[config.mk]
export PLATFORM = sky130hd
export DESIGN_NAME = regfile_2r1w_param
export DESIGN_NICKNAME = d
export VERILOG_FILES = /design/src/rtl/regfile_pkg.sv /design/src/rtl/regfile_rd_port.sv /design/src/rtl/regfile_2r1w_param.sv
export SDC_FILE = /design/constraint.sdc
export NUM_CORES = 1
export LEC_CHECK = 0
export CORE_MARGIN = 2
export CORE_UTILIZATION = 55
export CTS_BUF_LIST = sky130_fd_sc_hd__clkbuf_8
export DETAILED_ROUTE_END_ITERATION = 7
export HOLD_SLACK_MARGIN = 0.1
export PLACE_DENSITY = 0.79
export SETUP_SLACK_MARGIN = 0.2
export SKIP_LAST_GASP = 1
export SLEW_MARGIN = 0
export SYNTH_ARGS = -nofsm -noshare
export SYNTH_HDL_FRONTEND = slang
export SYNTH_HIERARCHICAL = 1
export SYNTH_SLANG_ARGS = --single-unit
[constraint.sdc]
create_clock -name clk -period 2.4 [get_ports clk]
set_input_delay 0.36 -clock clk [delete_from_list [all_inputs] [get_ports clk]]
set_output_delay 0.36 -clock clk [all_outputs]
set_load 0.03 [all_outputs]
[src/rtl/regfile_pkg.sv]
`default_nettype none
// ============================================================================
// Module  : regfile_pkg
// Purpose : Shared types and default sizing for the 2R1W register file.
//           rf_state_t encodes the sweep-clear controller.
// Revision: 1.0 - initial release
// ============================================================================
package regfile_pkg;

    localparam int C_DEF_DW    = 8;
    localparam int C_DEF_DEPTH = 8;

    typedef enum logic [0:0] {
        ST_IDLE  = 1'b0,
        ST_CLEAR = 1'b1
    } rf_state_t;

endpackage : regfile_pkg
`default_nettype wire

[src/rtl/regfile_rd_port.sv]
`default_nettype none
// ============================================================================
// Module  : regfile_rd_port
// Purpose : One registered read port: entry mux, write-first bypass and
//           output register, for a DEPTH x DW register file.
// Ports   : clk, clr (async, active-high)
//           rsel          read address
//           mem, valid    flattened storage and per-entry valid bits
//           wr_acc, wsel, d   write accepted this edge, its address and data
//           q, v          registered read data and valid bit
// Revision: 1.0 - initial release
// ============================================================================
module regfile_rd_port
    import regfile_pkg::*;
#(
    parameter int DW      = C_DEF_DW,
    parameter int DEPTH   = C_DEF_DEPTH,
    parameter int AW      = $clog2(DEPTH),
    parameter int ZERO_R0 = 0
) (
    input  logic                       clk,
    input  logic                       clr,
    input  logic [AW-1:0]              rsel,
    input  logic [DEPTH-1:0][DW-1:0]   mem,
    input  logic [DEPTH-1:0]           valid,
    input  logic                       wr_acc,
    input  logic [AW-1:0]              wsel,
    input  logic [DW-1:0]              d,
    output logic [DW-1:0]              q,
    output logic                       v
);

    localparam logic [AW:0] C_DEPTH = (AW+1)'(DEPTH);

    logic [DW-1:0] w_q;
    logic          w_v;

    // Priority: out-of-range address, hard-zero entry, bypass, storage.
    always_comb begin
        w_q = '0;
        w_v = 1'b0;
        if ({1'b0, rsel} >= C_DEPTH) begin
            w_q = '0;
            w_v = 1'b0;
        end else if ((ZERO_R0 != 0) && (rsel == '0)) begin
            w_q = '0;
            w_v = 1'b1;
        end else if (wr_acc && (wsel == rsel)) begin
            w_q = d;
            w_v = 1'b1;
        end else begin
            w_q = mem[rsel];
            w_v = valid[rsel];
        end
    end

    always_ff @(posedge clk or posedge clr) begin
        if (clr) begin
            q <= '0;
            v <= 1'b0;
        end else begin
            q <= w_q;
            v <= w_v;
        end
    end

endmodule : regfile_rd_port
`default_nettype wire

[src/rtl/regfile_2r1w_param.sv]
`default_nettype none
// ============================================================================
// Module  : regfile_2r1w_param
// Purpose : Parametrised 2-read/1-write register file with per-entry valid
//           bits, optional hard-zero entry 0 and a sequenced sweep-clear.
// Ports   : clk            rising-edge clock
//           clr            asynchronous active-high reset
//           en, wsel, d    write enable, address, data
//           rsel0, rsel1   read addresses
//           init           start sweep-clear (sampled at clk edge)
//           q0, q1, v0, v1 registered read data / valid bits
//           busy           sweep-clear in progress
// Revision: 1.0 - initial release
// ============================================================================
module regfile_2r1w_param
    import regfile_pkg::*;
#(
    parameter int DW      = C_DEF_DW,
    parameter int DEPTH   = C_DEF_DEPTH,
    parameter int AW      = $clog2(DEPTH),
    parameter int ZERO_R0 = 0
) (
    input  logic          clk,
    input  logic          clr,
    input  logic          en,
    input  logic [AW-1:0] wsel,
    input  logic [DW-1:0] d,
    input  logic [AW-1:0] rsel0,
    input  logic [AW-1:0] rsel1,
    input  logic          init,
    output logic [DW-1:0] q0,
    output logic [DW-1:0] q1,
    output logic          v0,
    output logic          v1,
    output logic          busy
);

    localparam logic [AW:0]   C_DEPTH = (AW+1)'(DEPTH);
    localparam logic [AW-1:0] C_LAST  = AW'(DEPTH - 1);

    rf_state_t                r_state;
    rf_state_t                w_state_nxt;
    logic [AW-1:0]            r_ptr;
    logic [AW-1:0]            w_ptr_nxt;
    logic [DEPTH-1:0][DW-1:0] r_mem;
    logic [DEPTH-1:0]         r_valid;
    logic                     w_busy;
    logic                     w_clear;
    logic                     w_wr_acc;

    // Write acceptance: never during a sweep, never out of range, and
    // never to a hard-wired zero entry.
    always_comb begin
        w_wr_acc = en && !w_busy && ({1'b0, wsel} < C_DEPTH)
                   && !((ZERO_R0 != 0) && (wsel == '0));
    end

    // Sweep controller: next state, pointer and outputs.
    always_comb begin
        w_state_nxt = r_state;
        w_ptr_nxt   = r_ptr;
        w_busy      = 1'b0;
        w_clear     = 1'b0;
        case (r_state)
            ST_IDLE: begin
                if (init) begin
                    w_state_nxt = ST_CLEAR;
                    w_ptr_nxt   = '0;
                end
            end
            ST_CLEAR: begin
                w_busy  = 1'b1;
                w_clear = 1'b1;
                if (r_ptr == C_LAST) begin
                    w_state_nxt = ST_IDLE;
                    w_ptr_nxt   = '0;
                end else begin
                    w_ptr_nxt   = r_ptr + 1'b1;
                end
            end
            default: begin
                w_state_nxt = ST_IDLE;
                w_ptr_nxt   = '0;
            end
        endcase
    end

    always_ff @(posedge clk or posedge clr) begin
        if (clr) begin
            r_state <= ST_IDLE;
            r_ptr   <= '0;
        end else begin
            r_state <= w_state_nxt;
            r_ptr   <= w_ptr_nxt;
        end
    end

    // Storage: sweep clear and writes are mutually exclusive because
    // writes are refused while the sweep runs.
    always_ff @(posedge clk or posedge clr) begin
        if (clr) begin
            r_mem   <= '0;
            r_valid <= '0;
        end else if (w_clear) begin
            r_mem[r_ptr]   <= '0;
            r_valid[r_ptr] <= 1'b0;
        end else if (w_wr_acc) begin
            r_mem[wsel]    <= d;
            r_valid[wsel]  <= 1'b1;
        end
    end

    assign busy = w_busy;

    regfile_rd_port #(
        .DW      (DW),
        .DEPTH   (DEPTH),
        .AW      (AW),
        .ZERO_R0 (ZERO_R0)
    ) u_rd0 (
        .clk    (clk),
        .clr    (clr),
        .rsel   (rsel0),
        .mem    (r_mem),
        .valid  (r_valid),
        .wr_acc (w_wr_acc),
        .wsel   (wsel),
        .d      (d),
        .q      (q0),
        .v      (v0)
    );

    regfile_rd_port #(
        .DW      (DW),
        .DEPTH   (DEPTH),
        .AW      (AW),
        .ZERO_R0 (ZERO_R0)
    ) u_rd1 (
        .clk    (clk),
        .clr    (clr),
        .rsel   (rsel1),
        .mem    (r_mem),
        .valid  (r_valid),
        .wr_acc (w_wr_acc),
        .wsel   (wsel),
        .d      (d),
        .q      (q1),
        .v      (v1)
    );

endmodule : regfile_2r1w_param
`default_nettype wire

Word level (Yosys, flattened, before mapping)
Index checks and enable logic that the tools add are counted.
{"block": "totals", "reg_bits": 94, "latch_bits": 0, "ram_bits": 0, "romBits": 0, "out_inout_bits": 19, "word_cells": 71, "mem_count": 0}
{"block": "classes", "add_sub_neg": 1, "multipliers": 0, "n_div": 0, "magnitude_cmp": 6, "eq_ne": 4, "shift": 0, "n_mux": 32, "bitwise_logic": 6, "reduce_logical": 7}
{"cell": "$mux 64", "count": 2}
{"cell": "$and 64x64->64", "count": 1}
{"cell": "$bwmux 64", "count": 1}
{"cell": "$mux 8", "count": 8}
{"cell": "$not 64->64", "count": 1}
{"cell": "$bmux 8 s3", "count": 2}
{"cell": "$demux 8 s3", "count": 2}
{"cell": "$lt 3x4->1 const B", "count": 4}
{"cell": "$mux 1", "count": 9}
{"cell": "$and 8x8->8", "count": 1}
{"cell": "$not 8->8", "count": 1}
{"cell": "$or 8x8->8", "count": 1}
{"cell": "$bmux 1 s3", "count": 2}
{"cell": "$demux 1 s3", "count": 2}
{"cell": "$eq 3x3->1", "count": 2}
{"cell": "$ge 3x1->1 const B", "count": 2}
{"cell": "$mux 3", "count": 2}
{"cell": "$pmux 3 s2", "count": 1}
{"cell": "$logic_and 1x1->1", "count": 5}
{"cell": "$add 3x1->3 const B", "count": 1}
{"cell": "$eq 3x3->1 const B", "count": 1}
{"cell": "$ne 2x2->1 const B", "count": 1}
{"cell": "$pmux 1 s2", "count": 1}
{"cell": "$reduce_bool 2->1", "count": 1}
{"cell": "2 further kinds", "count": 2}

Depth between registers and ports, before layout
Gate-level depths: netlist of run 1.
{"block": "logic_depth", "word_depth": 7, "depth_mapped": 5}

By module
Netlist of run 1, hierarchy kept.
{"module": "regfile_2r1w_param", "n_inst": 1, "cells_each": 278, "area_per_inst_um2": 3229.3}
{"module": "regfile_rd_port", "n_inst": 2, "cells_each": 55, "area_per_inst_um2": 985.9}

Least setup slack after synthesis of run 1
OpenSTA, ideal clock, no wires.
{"block": "synth_timing", "kind": "input-to-reg", "start": "input rsel0[1]", "end": "register u_rd0.q[0]", "setup_time_ps": 125, "arrival_time_ps": 1706, "slack_ps": 569, "stages": 5, "path_buffers": 2, "path_cell_list": "clkbuf_1 -> buf_2 -> mux4_2 -> mux2_2 -> mux2_4"}
{"block": "synth_between", "elab_chain_len": 3}
{"element": "start, declared", "line_no": "regfile_2r1w_param.sv:28", "rtl": "input logic [AW-1:0] rsel0,"}
{"element": "$bmux 8 s3 or $eq 3x3->1 (tied branches)", "line_no": "regfile_rd_port.sv:52, regfile_rd_port.sv:48"}
{"element": "$mux 8 (implied by the code) or $logic_and 1x1->1 (tied branches)", "line_no": "regfile_rd_port.sv:52, regfile_rd_port.sv:48"}
{"element": "$mux 8 *", "line_no": "regfile_rd_port.sv:48", "rtl": "end else if (wr_acc && (wsel == rsel)) begin"}
{"element": "named net u_rd0.w_q[0]", "line_no": "regfile_rd_port.sv:35", "rtl": "logic [DW-1:0] w_q;"}
{"element": "end signal, assigned", "line_no": "regfile_rd_port.sv:62", "rtl": "q <= w_q;"}
{"element": "end, declared", "line_no": "regfile_rd_port.sv:29", "rtl": "output logic [DW-1:0] q,"}
Mark *: on every way through the listed nets, which the timed path passes. The rest lies on a longest branch. The select of a mux whose other input is x is not followed.
A chain may end at the register's enable or synchronous reset.

Worst setup path in the final report of run 1
{"block": "layout_timing", "start": "register r_state", "end": "output busy"}
{"block": "layout_between", "elab_chain_len": 1}
{"element": "start, declared", "line_no": "regfile_2r1w_param.sv:41", "rtl": "rf_state_t r_state;"}
{"element": "start signal, assigned", "line_no": "regfile_2r1w_param.sv:93", "rtl": "r_state <= w_state_nxt;"}
{"element": "$mux 1", "line_no": "regfile_2r1w_param.sv:64", "rtl": "case (r_state)"}
{"element": "end, declared", "line_no": "regfile_2r1w_param.sv:35", "rtl": "output logic busy"}
Every way passes these cells.

==> metrics.cfg, run 1 <==
[outcome]
status=finished clean

[setup_path]
cp_slowest_cell=clkdlybuf4s50_1
critical_path.max_fanout=22
ff2ff_path_depth=3
slowest_delay_ps=740
cp-end-kind=output port
critPathKind=reg2out
critPathArrivalTime_ps=1680
r2r_end=r_mem[3]
worstPathRequired_ps=2040
rrSetupSlack_ps=670
cp_top_family=buffers and inverters
cp.buffers_inverters=1
cp-start-kind=register
cp_cell_sequence=clkdlybuf4s50_1
reg2reg_from=r_state

[sta]
finClkSkew_ps=10.0
setup_viol=0
rsz0062_at_grt=false
tightest_slew_ps=589
tns_ps=0
slew_headroom_pct=60.5
period_share_pct=85.0
min_period_ps=2040
hold_viol=0
fmax_mhz=490
drv_slew=0

[power]
p_comb_share_pct=38.3
swShare_pct=35.2
vdd.ir_drop.worst_mv=0.371
p_sw_mw=2.16
power.density_mw_per_mm2=1020
power_mw=6.13
intPower_mw=3.97
seq_power_share_pct=43.7
p_clk_share_pct=18.0
power.leakage_nw=3.08

[place]
place_congestion=0.762
dpl.hpwl_mm=8.51
port_buffers=39
numPlacedInstances=537

[logic_synthesis]
syn_area_mm2=0.00520
ys_types=34
ys_seq_elements=94
seq_area_frac_synth_pct=45.2
ys_warn_count=6
synth_cells=388
syn_nets=412
postSynthAreaPerCell_um2=13.4

[floorplan]
dieArea_mm2=0.0103
die_x_um=101
rows=35
die_y_um=101
io_pins=40
core_area_mm2=0.00920
initial_core_util_pct=56.6

[clock_tree]
clock-sinks=94
postCtsHoldBufs=0
clk_pin_slew_ps=90
htree_levels=3
cts_max_path_buffers=2
cts_resized=1
cts_tree=done
cts-root-buf=clkbuf_8
clk_latency_ps=360
cts_made_buffers=9
cts_setup_buffers=0

[job]
cap_violations=0

[layout]
layout-drive-gt1-share_pct=20.6
final_cell_mix=93 x dfrtp_1, 80 x nand2_1, 67 x mux2i_1
layout_commonest_cell=dfrtp_1
n_antenna_cell=0
area_delta_synth_final_pct=15.3
fin_nets=461
fin_cells=552

[global_routing]
grt.total_usage_pct=26.0
grt_pass1_wl_mm=19.7
grt_max_degree=77
antenna_found_initial=0
grt_pass1_vias=3688
grt-ovfl-total=0

[drt]
dr.pass1.iters=4
vias_per_cell=6.32
drtIter0Drc=177
wl_per_cell_um=23.0
drcViolationCount=0
totalWireLength_mm=12.7
antenna_left=0
num_vias=3489

[min_path]
hp-class=in2async

==> stage by stage <==
stage	hold WS, ps	area [um^2]	util, %	setup WS [ps]
2_1_floorplan	188	5200	-	569
3_3_place_gp	465	5800	63.0	79.7
3_5_place_dp	476	5800	63.0	75.3
4_1_cts	400	6000	65.2	349
5_1_grt	440	6000	65.2	303
6_report	404	6000	65.2	359
==> sequential cells by signal, summed over array words and instances, names as in the netlist <==
register  cells
r_ptr         3
u_rd0/v       1
u_rd1/q       8
u_rd1/v       1
u_rd0/q       8
r_state       1
r_mem        64
r_valid       8
==> cell families after synthesis <==
logic type / after synthesis / synth area share, %
flops: 94 / 45.2
xor+xnor: 6 / 1.01
buf+inv: 38 / 4.43
simple gates: 106 / 9.77
compound gates: 6 / 0.842
fa+ha+maj: 3 / 0.722
mux: 135 / 38.0
==> worst reg2reg max path: stages (launching register included) <==
cell	delay (ps)
dfrtp_2	590
or4b_1	750
nand2_1	180
mux2i_1	80
==> worst max-delay path by stage <==
stage / start / end / slack (ps) / cells after the start
after global placement: rsel0[0] / u_rd0/q[0] / 80 / 5
after detailed placement: rsel0[0] / u_rd0/q[0] / 80 / 5
final: r_state / busy / 360 / 1
after global routing: r_state / busy / 300 / 1
after floorplan: rsel0[1] / u_rd0/q[0] / 570 / 5
after CTS: r_state / busy / 350 / 1
==> metal layers <==
layer	vias to the layer above	share of wire, %	global-route usage, %
li1	1508	-	-
met1	1799	38	32.1
met2	155	52	45.8
met3	27	7.3	4.69
met4	0	2.7	9.77
met5	-	0	0
==> synthesized netlist by cell type <==
library cell,number,area share (%)
a21o_1,4,0.58
buf_1,2,0.14
buf_12,2,0.77
buf_2,8,0.77
buf_6,6,1.3
clkbuf_1,7,0.51
dfrtp_1,94,45
ha_1,3,0.72
inv_1,13,0.94
mux2_2,18,3.9
mux2_4,14,4.0
mux2i_1,67,13
mux4_1,22,11
mux4_2,14,6.1
nand2_1,80,5.8
nand2b_1,3,0.36
nand3_1,1,0.096
nand3b_1,1,0.14
nand4_1,1,0.12
nand4_2,2,0.48
nand4b_1,3,0.51
nand4bb_1,3,0.65
nor2_1,2,0.14
nor2_2,1,0.12
nor2_4,1,0.22
nor2b_1,1,0.12
nor3_1,1,0.096
nor3b_1,2,0.29
o21ai_0,1,0.096
o32ai_1,1,0.17
or3_1,2,0.24
or4_4,1,0.22
or4b_1,1,0.19
xnor2_1,6,1.0
==> final cells by class <==
class                      instances  area [um^2]
clock buffer                       9          124
clock inverter                     6         78.8
fill                             673         3200
inverter                          13         52.6
multi-input combinational        256         2620
sequential                        94         2350
tap                              111          139
timing repair buffer              63          633
==> power groups by stage <==
stage,clock network [mW],logic (mW),registers (mW)
detailed placement,0,2.34,2.69
global placement,0,2.24,2.63
CTS,1.12,2.35,2.66
finish,1.11,2.35,2.68
global route,1.19,2.52,2.75
floorplan,0,1.46,2.74
Power figures use the tool's default switching activity.
==> inputs of run 2 (changes only) <==
--- a/config.mk
+++ b/config.mk
@@ -5,6 +5,7 @@
 export SDC_FILE = /design/constraint.sdc
 export NUM_CORES = 1
 export LEC_CHECK = 0
+export CAP_MARGIN = 10
 export CORE_MARGIN = 2
 export CORE_UTILIZATION = 55
 export CTS_BUF_LIST = sky130_fd_sc_hd__clkbuf_8
@@ -16,5 +17,4 @@
 export SLEW_MARGIN = 0
 export SYNTH_ARGS = -nofsm -noshare
 export SYNTH_HDL_FRONTEND = slang
-export SYNTH_HIERARCHICAL = 1
 export SYNTH_SLANG_ARGS = --single-unit
==> run 2 against run 1 <==
  * Power is 6.1% lower
  * First-iteration DRC count increased by 25%
  * Sequential share of layout area increased by 1.0 points
  * Synthesized area decreased by 2.6%
  * Clock skew grew 7.0 ps
  * Design area shrank 2.6%
  * Synthesized cell count is 1.0% lower
  * Utilization down 0.75 points
  * Flip-flop and latch count unchanged
  * Routed wire length decreased by 0.98%
  * Critical path type unchanged
  * Critical endpoint unchanged
==> metrics.cfg, run 2 <==
[clock_tree]
cts_tree=done
clk_pin_slew_ps=90
htree_levels=3
cts-root-buf=clkbuf_8
clock-sinks=94
cts_max_path_buffers=2
cts_made_buffers=9
clk_latency_ps=360
cts_setup_buffers=0

[global_routing]
grt_max_degree=95
grt_pass1_wl_mm=20.0
grt-ovfl-total=0
grt_pass1_vias=3603
grt.total_usage_pct=27.4
antenna_found_initial=0

[floorplan]
initial_core_util_pct=55.9
dieArea_mm2=0.00999
die_x_um=100
io_pins=40
rows=35
die_y_um=100
core_area_mm2=0.00906

[logic_synthesis]
seq_area_frac_synth_pct=46.4
ys_warn_count=0
synth_largest_area_cell=dfrtp_1
yosys-top-cells-count=98 x mux2i_1, 94 x dfrtp_1, 78 x nand2_1
yosysMostFrequentCell=mux2i_1
synth.top_cell.area_share_pct=46.4
synth.area.top_cells=dfrtp_1 46%, mux2i_1 19%, mux4_1 11%
ys_types=31
synth-simple-area-share_pct=9.49
synth_compound_area_share_pct=0.889
syn_nets=407
yosys.area_share.adder_pct=0.494
synth_top_family_by_area=multiplexers
ys.flop_type=dfrtp_1
synthXorXnorAreaFrac_pct=1.04
syn_area_mm2=0.00506
ys_seq_elements=94
muxShareOfSynthArea_pct=37.2
ys_async_sr_fraction_pct=100
synth_cells=384
synth_edf_count=0
postSynthAreaPerCell_um2=13.2

[power]
vdd.ir_drop.worst_mv=0.816
power_mw=5.76
power.leakage_nw=2.96
power.density_mw_per_mm2=985

[setup_path]
cp-end-kind=output port
slowest_delay_ps=730
cp_slowest_cell=clkdlybuf4s50_1
critical_path.max_fanout=19
worstPathRequired_ps=2040
cp_cell_sequence=clkdlybuf4s50_1
cp.buffers_inverters=1
cp-start-kind=register
worstSetupPathDepth=1
critPathArrivalTime_ps=1670
critPathKind=reg2out
ff2ff_path_depth=3
cp_top_family=buffers and inverters

[sta]
min_period_ps=2030
setup_viol=0
finClkSkew_ps=17.0
fmax_mhz=493
hold_viol=0
setup_slack_ps=373
rsz0062_at_grt=false
drv_slew=0
tightest_slew_ps=556
period_share_pct=84.5
slew_headroom_pct=63.0
tns_ps=0

[drt]
wl_per_cell_um=23.0
totalWireLength_mm=12.6
drtIter0Drc=221
drcViolationCount=0
vias_per_cell=6.22
antenna_left=0
num_vias=3407
dr.pass1.iters=4

[place]
place_congestion=0.851
dp_slack_ps=341
dpl.hpwl_mm=8.09
port_buffers=39

[layout]
area_delta_synth_final_pct=15.4
layout_commonest_cell=mux2i_1
layout-drive-gt1-share_pct=14.2
n_antenna_cell=0
fin_nets=456
final_cell_mix=98 x mux2i_1, 93 x dfrtp_1, 78 x nand2_1
regMostFlops=r_mem
largest_reg_flops=64
nFillCells=663

[job]
cap_violations=0

[min_path]
hp-class=in2async

[outcome]
status=finished clean

[run 2: cell count changes after synthesis, moves of 4 or more]
| cell | change |
|---|---|
| mux2i_1 | +31 |
| mux2_2 | -17 |
| mux2_4 | -14 |
| inv_1 | -12 |
| clkinv_1 | +8 |
| buf_4 | +5 |
| buf_2 | +4 |
| buf_6 | -4 |
[run 2: cell families (layout without fill, tap and decap cells)]
logic type               Yosys count  after routing
multiplexers                     135            135
AND/OR/NAND/NOR                  102            102
flip-flops                        94             94
buffers and inverters             38             91
AO/OA/AOI/OAI                      7              7
XOR/XNOR                           6              6
adder cells (fa/ha/maj)            2              2
[run 2: metal layers]
layer	GRT usage [%]	vias up	wire, um
met5	0	-	0
met4	13.3	0	430
met3	5.36	37	692
met2	46.8	125	6470
met1	33.8	1745	4990
li1	-	1500	-
[run 2: worst paths after layout]
check | slack [ps] | endpoint | start
worst min-delay path | 460 | r_mem[13] | clr
min in group clk | 510 | r_valid[3] | r_valid[3]
worst max register to register | 660 | r_mem[6] | r_ptr[0]
max in group asynchronous | 1510 | r_state | clr
worst min register to register | 510 | r_valid[3] | r_valid[3]
worst max-delay path | 370 | busy | r_state
[run 2: area by class of cell]
cell class	count	area, um^2	area share [%]
multi-input cells	252	2500	42.7
flip-flops and latches	94	2350	40.3
repair buffers	67	651	11.1
inverters	9	37.5	0.642
clock inverters	5	28.8	0.492
well taps	111	139	2.38
clock buffers	10	138	2.35
[run 2: what timing repair did]
item	4_1_cts	5_1_grt
gates resized for setup	1	0
setup endpoints to repair	1	0
hold buffers	0	0
[run 2: through the flow]
stage / cells / hold slack, ps / cell area (um^2) / util (%)
6_report: 548 / 462 / 5850 / 64.5
2_1_floorplan: 384 / 452 / 5070 / -
5_1_grt: 548 / 534 / 5850 / 64.5
4_1_cts: 548 / 506 / 5850 / 64.5
3_3_place_gp: 533 / 466 / 5680 / 62.6
3_5_place_dp: 533 / 494 / 5680 / 62.6
[run 2: report_power, final]
part	total (mW)	internal [mW]	switching, mW
clock	0.930	0.392	0.537
sequential	2.65	2.17	0.482
combinational	2.17	1.07	1.10
==> variant (config.mk and constraints of run 1) <==
Change the package constant `C_DEF_DW` from 8 to 7.
--- a/src/rtl/regfile_pkg.sv
+++ b/src/rtl/regfile_pkg.sv
@@ -8,5 +8,5 @@
 package regfile_pkg;
 
-    localparam int C_DEF_DW    = 8;
+    localparam int C_DEF_DW    = 7;
     localparam int C_DEF_DEPTH = 8;
 
Interface: changed (resized d, q0 and q1); port bits go from 40 to 37. No check against the original RTL was run, so the function may have changed too.
==> variant against run 1 <==
  * Via count shrank 13%
  * Power fell by 9.3%
  * Largest power group unchanged
  * Design area shrank 9.3%
  * Sequential share of layout area fell by 0.58 points
  * Wire length down 13%
  * Worst hold slack lost 0.057 ns
  * Worst setup slack improved by 0.024 ns
  * Synthesized area down 9.7%
  * Sequential cell count fell by 10
  * Register-to-register slack improved by 0.04 ns
==> variant: results (changes against run 1) <==
RR Endpoint: r_mem[48]
vias per cell: 6.028 (-4.6%)
post-DP HPWL: 7.603 mm (-11%)
post-synth net total: 373 (-9.5%)
Synth Instances: 350 (-9.8%)
R2R Setup Slk: 0.71 ns (+0.04 ns)
root buf cell: clkbuf_8
Clk Latency, worst-skew pair: 0.35 ns
CP arrival: 1.66 ns (-0.02 ns)
Peak supply drop: 0.8795 mV (+140%)
critical path peak fanout: 19 (-14%)
final wirelength: 11.11 mm (-13%)
Port Buffers: 36 (-7.7%)
met2 Resource Use GR: 44.21% (-1.6 points)
Largest Register: r_mem
P_sw: 1938 µW (-10%)
cells on worst reg2reg path: 4 (+1)
met1 usage: 33.70% (+1.6 points)
Layout Cells excl Fill: 503 (-8.9%)
achievable frequency: 495.9 MHz (+1.2%)
pre-CTS WS: 0.05083 ns (-0.02451 ns)
initial drt markers: 235 (+33%)
Pint: 3620 µW (-8.8%)
Logic pwr share: 36.7% (-1.6 points)
first-pass GRT wire length: 17.40 mm (-12%)
placed cell count: 487 (-9.3%)
register area share after synthesis: 44.74% (-0.48 points)
Top Metal Used: met4
GPL Wtd Cong: 0.8616 (+13%)
synth top area cells: dfrtp_1 45%, mux2i_1 13%, mux4_1 10%
vias in the first global route: 3249 (-12%)
layout cell share with drive strength beyond 1: 21.36% (+0.72 points)
list of most frequent post-synthesis cells: 84 x dfrtp_1, 70 x nand2_1, 59 x mux2i_1
GRT met3 Usage: 4.732% (+0.039 points)
Fill cells: 632 (-6.1%)
async set or reset register ratio after synthesis: 100.0% (unchanged)
met2 WL: 5.675 mm (-14%)
Clk pwr share: 20.3% (+2.3 points)
met3 routed WL: 978 µm (+6.1%)
final hold slack: 0.3471 ns (-0.05689 ns)
Fin Clk Skew: 0.009626 ns (-0.0004055 ns)
Slew headroom: 62.44% (+1.9 points)
maximum number of pins on one net before global-route repair: 69 (-10%)
GRT Total Usage: 26.17% (+0.13 points)
layout net count: 416 (-9.8%)
outcome: finished clean
P_leak: 0.002741 µW (-11%)
Setup Buffers After CTS: 0 (unchanged)
CTS max path bufs: 2 (unchanged)
M1 wire length: 4.292 mm (-11%)
Cell Area, Placed: 5218 µm² (-10%)
variant: worst min-delay path by stage:
stage / start / end / depth (start not counted)
final: clr / u_rd0/q[2] / 2
after global placement: r_valid[4] / r_valid[4] / 2
after global routing: clr / u_rd0/q[2] / 2
after detailed placement: r_valid[4] / r_valid[4] / 2
after floorplan: clr / u_rd0/q[0] / 1
after CTS: clr / u_rd1/q[2] / 2
variant: final cells by class:
cell class	instances	area, µm²	share of cell area [%]
clock buffers	10	137.6	2.529
clock inverters	6	86.33	1.586
inverters	12	45.04	0.8276
multi-input cells	230	2366	43.47
flip-flops and latches	84	2103	38.64
well taps	105	131.4	2.414
repair buffers	56	573.1	10.53
variant: cell families after synthesis:
logic type / count (synthesis) / share of synthesized area (%)
buffers and inverters: 36 / 4.900
multiplexers: 119 / 37.18
AND/OR/NAND/NOR: 95 / 10.23
XOR/XNOR: 6 / 1.119
flip-flops: 84 / 44.74
adder cells (fa/ha/maj): 3 / 0.7990
AO/OA/AOI/OAI: 7 / 1.039
